**src/rtl/mux41_rr_arbiter.sv**
```systemverilog
// Round-robin arbiter sharing one 4:1 bit mux between four requesters.
// Tenure per owner is bounded by MAX_HOLD; handover between owners has no idle bubble.
module mux41_rr_arbiter #(
  parameter int MAX_HOLD = 4,
  parameter int HOLD_W   = 3
) (
  input  logic       clk,
  input  logic       rst_n,
  input  logic [3:0] req,
  input  logic [3:0] din,
  output logic [3:0] gnt,
  output logic       s1,
  output logic       s0,
  output logic       busy,
  output logic       y
);

  localparam logic [HOLD_W-1:0] MAX_CNT = HOLD_W'(MAX_HOLD);

  typedef enum logic {IDLE, GRANT} state_t;

  state_t            state, state_nxt;
  logic [1:0]        last, last_nxt;
  logic [1:0]        sel, sel_nxt;
  logic [HOLD_W-1:0] cnt, cnt_nxt;
  logic [3:0]        gnt_nxt;
  logic              busy_nxt;
  logic              rel;
  logic [1:0]        search_base;
  logic [2:0]        pick;

  // Returns {found, index}; scans base+1 .. base+4 so the base itself is checked last.
  function automatic logic [2:0] rr_pick(input logic [3:0] r, input logic [1:0] base);
    logic [1:0] idx;
    rr_pick = 3'b000;
    for (int k = 4; k >= 1; k--) begin
      idx = base + 2'(k);
      if (r[idx]) rr_pick = {1'b1, idx};
    end
  endfunction

  assign rel         = (state == GRANT) && (!req[sel] || (cnt == MAX_CNT));
  assign search_base = rel ? sel : last;
  assign pick        = rr_pick(req, search_base);

  always_comb begin
    state_nxt = state;
    last_nxt  = last;
    sel_nxt   = sel;
    cnt_nxt   = cnt;
    gnt_nxt   = gnt;
    busy_nxt  = busy;
    case (state)
      IDLE: begin
        if (pick[2]) begin
          state_nxt = GRANT;
          sel_nxt   = pick[1:0];
          gnt_nxt   = 4'b0001 << pick[1:0];
          cnt_nxt   = HOLD_W'(1);
          busy_nxt  = 1'b1;
        end
      end
      GRANT: begin
        if (rel) begin
          last_nxt = sel;
          if (pick[2]) begin
            sel_nxt  = pick[1:0];
            gnt_nxt  = 4'b0001 << pick[1:0];
            cnt_nxt  = HOLD_W'(1);
            busy_nxt = 1'b1;
          end else begin
            // Select keeps the departing owner so the mux input stays stable while idle.
            state_nxt = IDLE;
            gnt_nxt   = 4'b0000;
            cnt_nxt   = '0;
            busy_nxt  = 1'b0;
          end
        end else begin
          cnt_nxt = cnt + HOLD_W'(1);
        end
      end
      default: begin
        state_nxt = IDLE;
        gnt_nxt   = 4'b0000;
        busy_nxt  = 1'b0;
        cnt_nxt   = '0;
      end
    endcase
  end

  always_ff @(posedge clk) begin
    if (!rst_n) begin
      state <= IDLE;
      last  <= 2'd3;
      sel   <= 2'd0;
      cnt   <= '0;
      gnt   <= 4'b0000;
      busy  <= 1'b0;
      y     <= 1'b0;
    end else begin
      state <= state_nxt;
      last  <= last_nxt;
      sel   <= sel_nxt;
      cnt   <= cnt_nxt;
      gnt   <= gnt_nxt;
      busy  <= busy_nxt;
      // Data stage uses the pre-edge owner, so y trails gnt by one cycle.
      y     <= busy ? din[sel] : 1'b0;
    end
  end

  assign s1 = sel[1];
  assign s0 = sel[0];

  a_gnt_onehot0: assert property (@(posedge clk) disable iff (!rst_n) $onehot0(gnt));
  a_gnt_busy:    assert property (@(posedge clk) disable iff (!rst_n) ((gnt != 4'b0000) == busy));
  a_gnt_sel:     assert property (@(posedge clk) disable iff (!rst_n)
                                  ((gnt == 4'b0000) || (gnt == (4'b0001 << sel))));
  a_cnt_bound:   assert property (@(posedge clk) disable iff (!rst_n) (cnt <= MAX_CNT));

endmodule

```
**config.mk**
```make
export PLATFORM = sky130hd
export DESIGN_NAME = mux41_rr_arbiter
export DESIGN_NICKNAME = d
export VERILOG_FILES = /design/src/rtl/mux41_rr_arbiter.sv
export SDC_FILE = /design/constraint.sdc
export NUM_CORES = 1
export LEC_CHECK = 0
export CORE_MARGIN = 2
export CORE_UTILIZATION = 51
export DETAILED_ROUTE_END_ITERATION = 10
export HOLD_SLACK_MARGIN = 0.08
export MAX_ROUTING_LAYER = met4
export PLACE_DENSITY = 0.86
export RECOVER_POWER = 25
export SYNTH_ARGS = -nofsm -noshare
export SYNTH_HDL_FRONTEND = slang
export SYNTH_SLANG_ARGS = --single-unit
```
**constraint.sdc**
```tcl
create_clock -name clk -period 8 [get_ports clk]
set_clock_uncertainty 0.05 [all_clocks]
set_input_delay 1.6 -clock clk [delete_from_list [all_inputs] [get_ports clk]]
set_output_delay 1.6 -clock clk [all_outputs]
set_load 0.05 [all_outputs]
```
==> results list <==
- Run status: finished clean
* Nature of the critical path endpoint: flop
* Die height: 42.97 µm
* Clock tree from TritonCTS: built
- The final count of pins violating max slew came to 0.
- Placeable core area: 1471 µm²
* Max cap viols: 0
- Clock tree sinks: 14
- 0 antenna diodes ended up in the layout.
- Stage delay of the slowest cell on the critical path: ~620 ps
- Number of nets still failing antenna checks after routing: 0
- Of the cells placed in the final design, the portion with a size suffix greater than 1 is 0.09615.
- In the final routed layout, each cell accounts on average for 13.41 µm.
- The analysis attributes to cell leakage a power of about 0.37 nW.
* DR DRC count: 0
* Largest net degree at the start of global routing: 12
* Synth unique cells: 36
- For this run the aggregate overflow at the end of global routing stands at 0.
- FF/Latch Area: about 280 µm²
- Total I/O pin count: 18
* Shortest clock period the worst path allows after layout: 4179 ps
* Number of buffers inserted to repair setup after CTS: 0
- Critical path data required time: slightly above 8000 ps
* Share of synthesized flip-flops with an asynchronous set or reset: 0
- Start-to-end type of the worst setup path: in -> reg
- For this run, the post-layout net count is 118.
- Drt first-iter violations: 19
- Hold-fix buffer count after cts: 0
- Total power consumption of the routed design: 0.2008 mW
- Sort of element at the start of the critical path: input pin
* I/O Buffers: 17
* Net switching fraction of the power: 0.3684
- Along the worst path, the maximum fanout reaches 7.
- Floorplan row count: 14
- In this run the horizontal extent of the chip is 42.97 µm.
- Clk buf depth: 2
- Via count of the first global-routing pass: 695
* Fill cell count: 137
- Vias: roughly 700
* Global-route wire length before repair: between 2000 and 3000 µm
- Yosys Warn Count: 0
- Total routed wirelength: 1609 µm
- Post-synth EDFFs: 0
- Power density over the cells: 206.9 nW/µm²
- The mapped netlist covers 774.5 µm².
- Dividing the final minimum period by the clock period gives 0.5223.
- Of the total power, combinational logic draws 0.381.
* Total global-route track usage: 0.2061
- Maximum operating frequency: approximately 0.24 GHz
- Number of clock buffers inserted by TritonCTS: 3
* Area share of the leading cell type in the synthesized netlist: 0.3619
- Switching power: 0.07398 mW
- Relative area change from synthesis to final layout: 25.36%
* Number of nets in the synthesized netlist: 99
* Number of antenna violations at the first check in global routing: 0
- At the pin with the least slew margin, the transition time is 560.9 ps.
- Setup violations remaining at the end of the flow were counted as 0.
- CTS Root Buffer Type: sky130_fd_sc_hd__clkbuf_4
- Traced cell by cell, the critical path runs through dlygate4sd3_1, mux2_1, a221oi_2, mux2i_1, mux2_4, a211o_1, a32o_1.
- Via-to-Cell Ratio: ~6
* Mean area per synthesized cell: 8.902 µm²
* Sequential Power Share: 0.422
- RD Place Congestion: 0.7660
* Area of the multi-input gates: approximately 460 µm²
- Internal power of the cells: 0.1269 mW
- H-tree depth: 1
- Adding up every negative setup slack in the final design gives 0 ps.
- For this run, the register share of the synthesized area comes to 0.3619.
- Data on the critical path arrives at its endpoint at 4310 ps.
* Synthesized netlist cell count: 87
- The clock reaches the later pin of the worst-skew pair after 280 ps.
- Clock slew at reported path FFs: around 70 ps
- Most area-hungry cell type in the Yosys netlist: sky130_fd_sc_hd__dfxtp_1
- Setup repair after global routing left no endpoint under its margin.
* Most common flop cell mapped by yosys: sky130_fd_sc_hd__dfxtp_1
* Leading post-synthesis cells by cell area: sky130_fd_sc_hd__dfxtp_1 36%, sky130_fd_sc_hd__a32o_1 5.2%, sky130_fd_sc_hd__nand2_1 4.8%
* Pre-antenna DRT Iters: 4
- For this configuration, the core starts out at a cell density of 0.5264.
- After legalization and detailed placement, the total HPWL measured roughly 1300 µm.
- Worst path slowest cell: sky130_fd_sc_hd__dlygate4sd3_1
- Worst max-slew margin expressed relative to the limit: 0.6154
- The path class of the tightest hold or removal check is reg -> reg.
- The number of endpoints with negative hold slack in the final report was 0.
* Yosys reg bits: 14
* Clk pwr share: 0.197
- Worst IR drop on VDD: approximately 130 µV
- Die footprint: 1846 µm²
* CTS-repair resized insts: 0
## critical path: cells and delay by family
kind	cells	cell delay, ps
AO/OA/AOI/OAI	3	820
multiplexers	3	1260
buffers and inverters	1	620
## worst paths after layout
| kind | start | end | slack [ps] | cells past startpoint |
|---|---|---|---|---|
| worst max-delay path | req[1] | gnt[3]$_SDFFE_PN0P_ | 3820 | 7 |
| worst max register to register | sel[1]$_SDFFE_PN0P_ | gnt[3]$_SDFFE_PN0P_ | 5220 | 6 |
| worst min-delay path | gnt[2]$_SDFFE_PN0P_ | gnt[2]$_SDFFE_PN0P_ | 420 | 1 |
| worst min register to register | gnt[2]$_SDFFE_PN0P_ | gnt[2]$_SDFFE_PN0P_ | 420 | 1 |
## layout make-up
type	instances	area share
clock buffer	3	0.02320
sequential	14	0.2887
multi-input combinational	66	0.4768
timing repair buffer	17	0.1753
inverter	4	0.01546
tap	16	0.02062
## registers in the layout, summed over array words and instances (netlist names)
| name | count |
|---|---|
| last | 2 |
| state | 1 |
| gnt | 4 |
| busy | 1 |
| y | 1 |
| cnt | 3 |
| sel | 2 |
## layout by cell type (no fill, tap or decap), types with 2 or more instances in the layout
cell type,synthesis,routed
sky130_fd_sc_hd__mux2i_1,2,2
sky130_fd_sc_hd__and2_1,5,4
sky130_fd_sc_hd__a21oi_1,4,4
sky130_fd_sc_hd__a21boi_0,3,3
sky130_fd_sc_hd__nand2b_1,2,2
sky130_fd_sc_hd__ha_1,2,2
sky130_fd_sc_hd__o21ai_0,5,5
sky130_fd_sc_hd__clkbuf_4,0,3
sky130_fd_sc_hd__a32o_1,4,4
sky130_fd_sc_hd__inv_1,4,4
sky130_fd_sc_hd__a211oi_1,2,2
sky130_fd_sc_hd__dlygate4sd3_1,0,2
sky130_fd_sc_hd__nand2_1,10,10
sky130_fd_sc_hd__and3_1,2,2
sky130_fd_sc_hd__nand3_1,3,3
sky130_fd_sc_hd__clkdlybuf4s50_1,0,15
sky130_fd_sc_hd__nor2_1,2,2
sky130_fd_sc_hd__dfxtp_1,14,14
sky130_fd_sc_hd__nor2b_1,2,2
## routing by layer
metal / GRT usage / vias up / part of all wire / wire length (µm)
met5: - / - / 0 / 0
met2: 0.3333 / 19 / 0.44 / 708
li1: - / 357 / - / -
met3: 0.02553 / 5 / 0.035 / 56
met4: 0.1091 / 0 / 0.026 / 42
met1: 0.2493 / 340 / 0.50 / 802
## through the flow
step	instance area [µm²]	std cells	hold slack (ps)	util	worst slack, ps
2_1_floorplan	774.5	87	418.9	-	4395
3_3_place_gp	948.4	117	399.3	0.6446	3810
3_5_place_dp	948.4	117	406.5	0.6446	3697
4_1_cts	970.9	120	424.4	0.6599	3981
5_1_grt	970.9	120	429.6	0.6599	3712
6_report	970.9	120	419.8	0.6599	3821
## power by group through the flow
stage               Sequential (mW)  Combinational (mW)  Clock [mW]
global route                 0.0862              0.0828      0.0415
floorplan                     0.102              0.0393           0
detailed placement           0.0862              0.0768           0
finish                       0.0848              0.0766      0.0395
CTS                          0.0846              0.0771      0.0394
global placement             0.0856              0.0749           0
## kinds of logic after synthesis
kind of cell | synth area share
AO/OA/AOI/OAI | 0.2892
AND/OR/NAND/NOR | 0.1906
flip-flops | 0.3619
buffers and inverters | 0.04037
multiplexers | 0.07431
adder cells (fa/ha/maj) | 0.03231
XOR/XNOR | 0.01131
## Yosys cell counts (2+ instances only)
master / count
sky130_fd_sc_hd__o21ai_0: 5
sky130_fd_sc_hd__nor2_1: 2
sky130_fd_sc_hd__nand2b_1: 2
sky130_fd_sc_hd__a32o_1: 4
sky130_fd_sc_hd__dfxtp_1: 14
sky130_fd_sc_hd__nand2_1: 10
sky130_fd_sc_hd__a211oi_1: 2
sky130_fd_sc_hd__and3_1: 2
sky130_fd_sc_hd__nor2b_1: 2
sky130_fd_sc_hd__and2_1: 5
sky130_fd_sc_hd__ha_1: 2
sky130_fd_sc_hd__nand3_1: 3
sky130_fd_sc_hd__mux2_2: 2
sky130_fd_sc_hd__a21boi_0: 3
sky130_fd_sc_hd__inv_1: 4
sky130_fd_sc_hd__mux2i_1: 2
sky130_fd_sc_hd__a21oi_1: 4
Note: power is estimated with default switching activity, not from simulation.
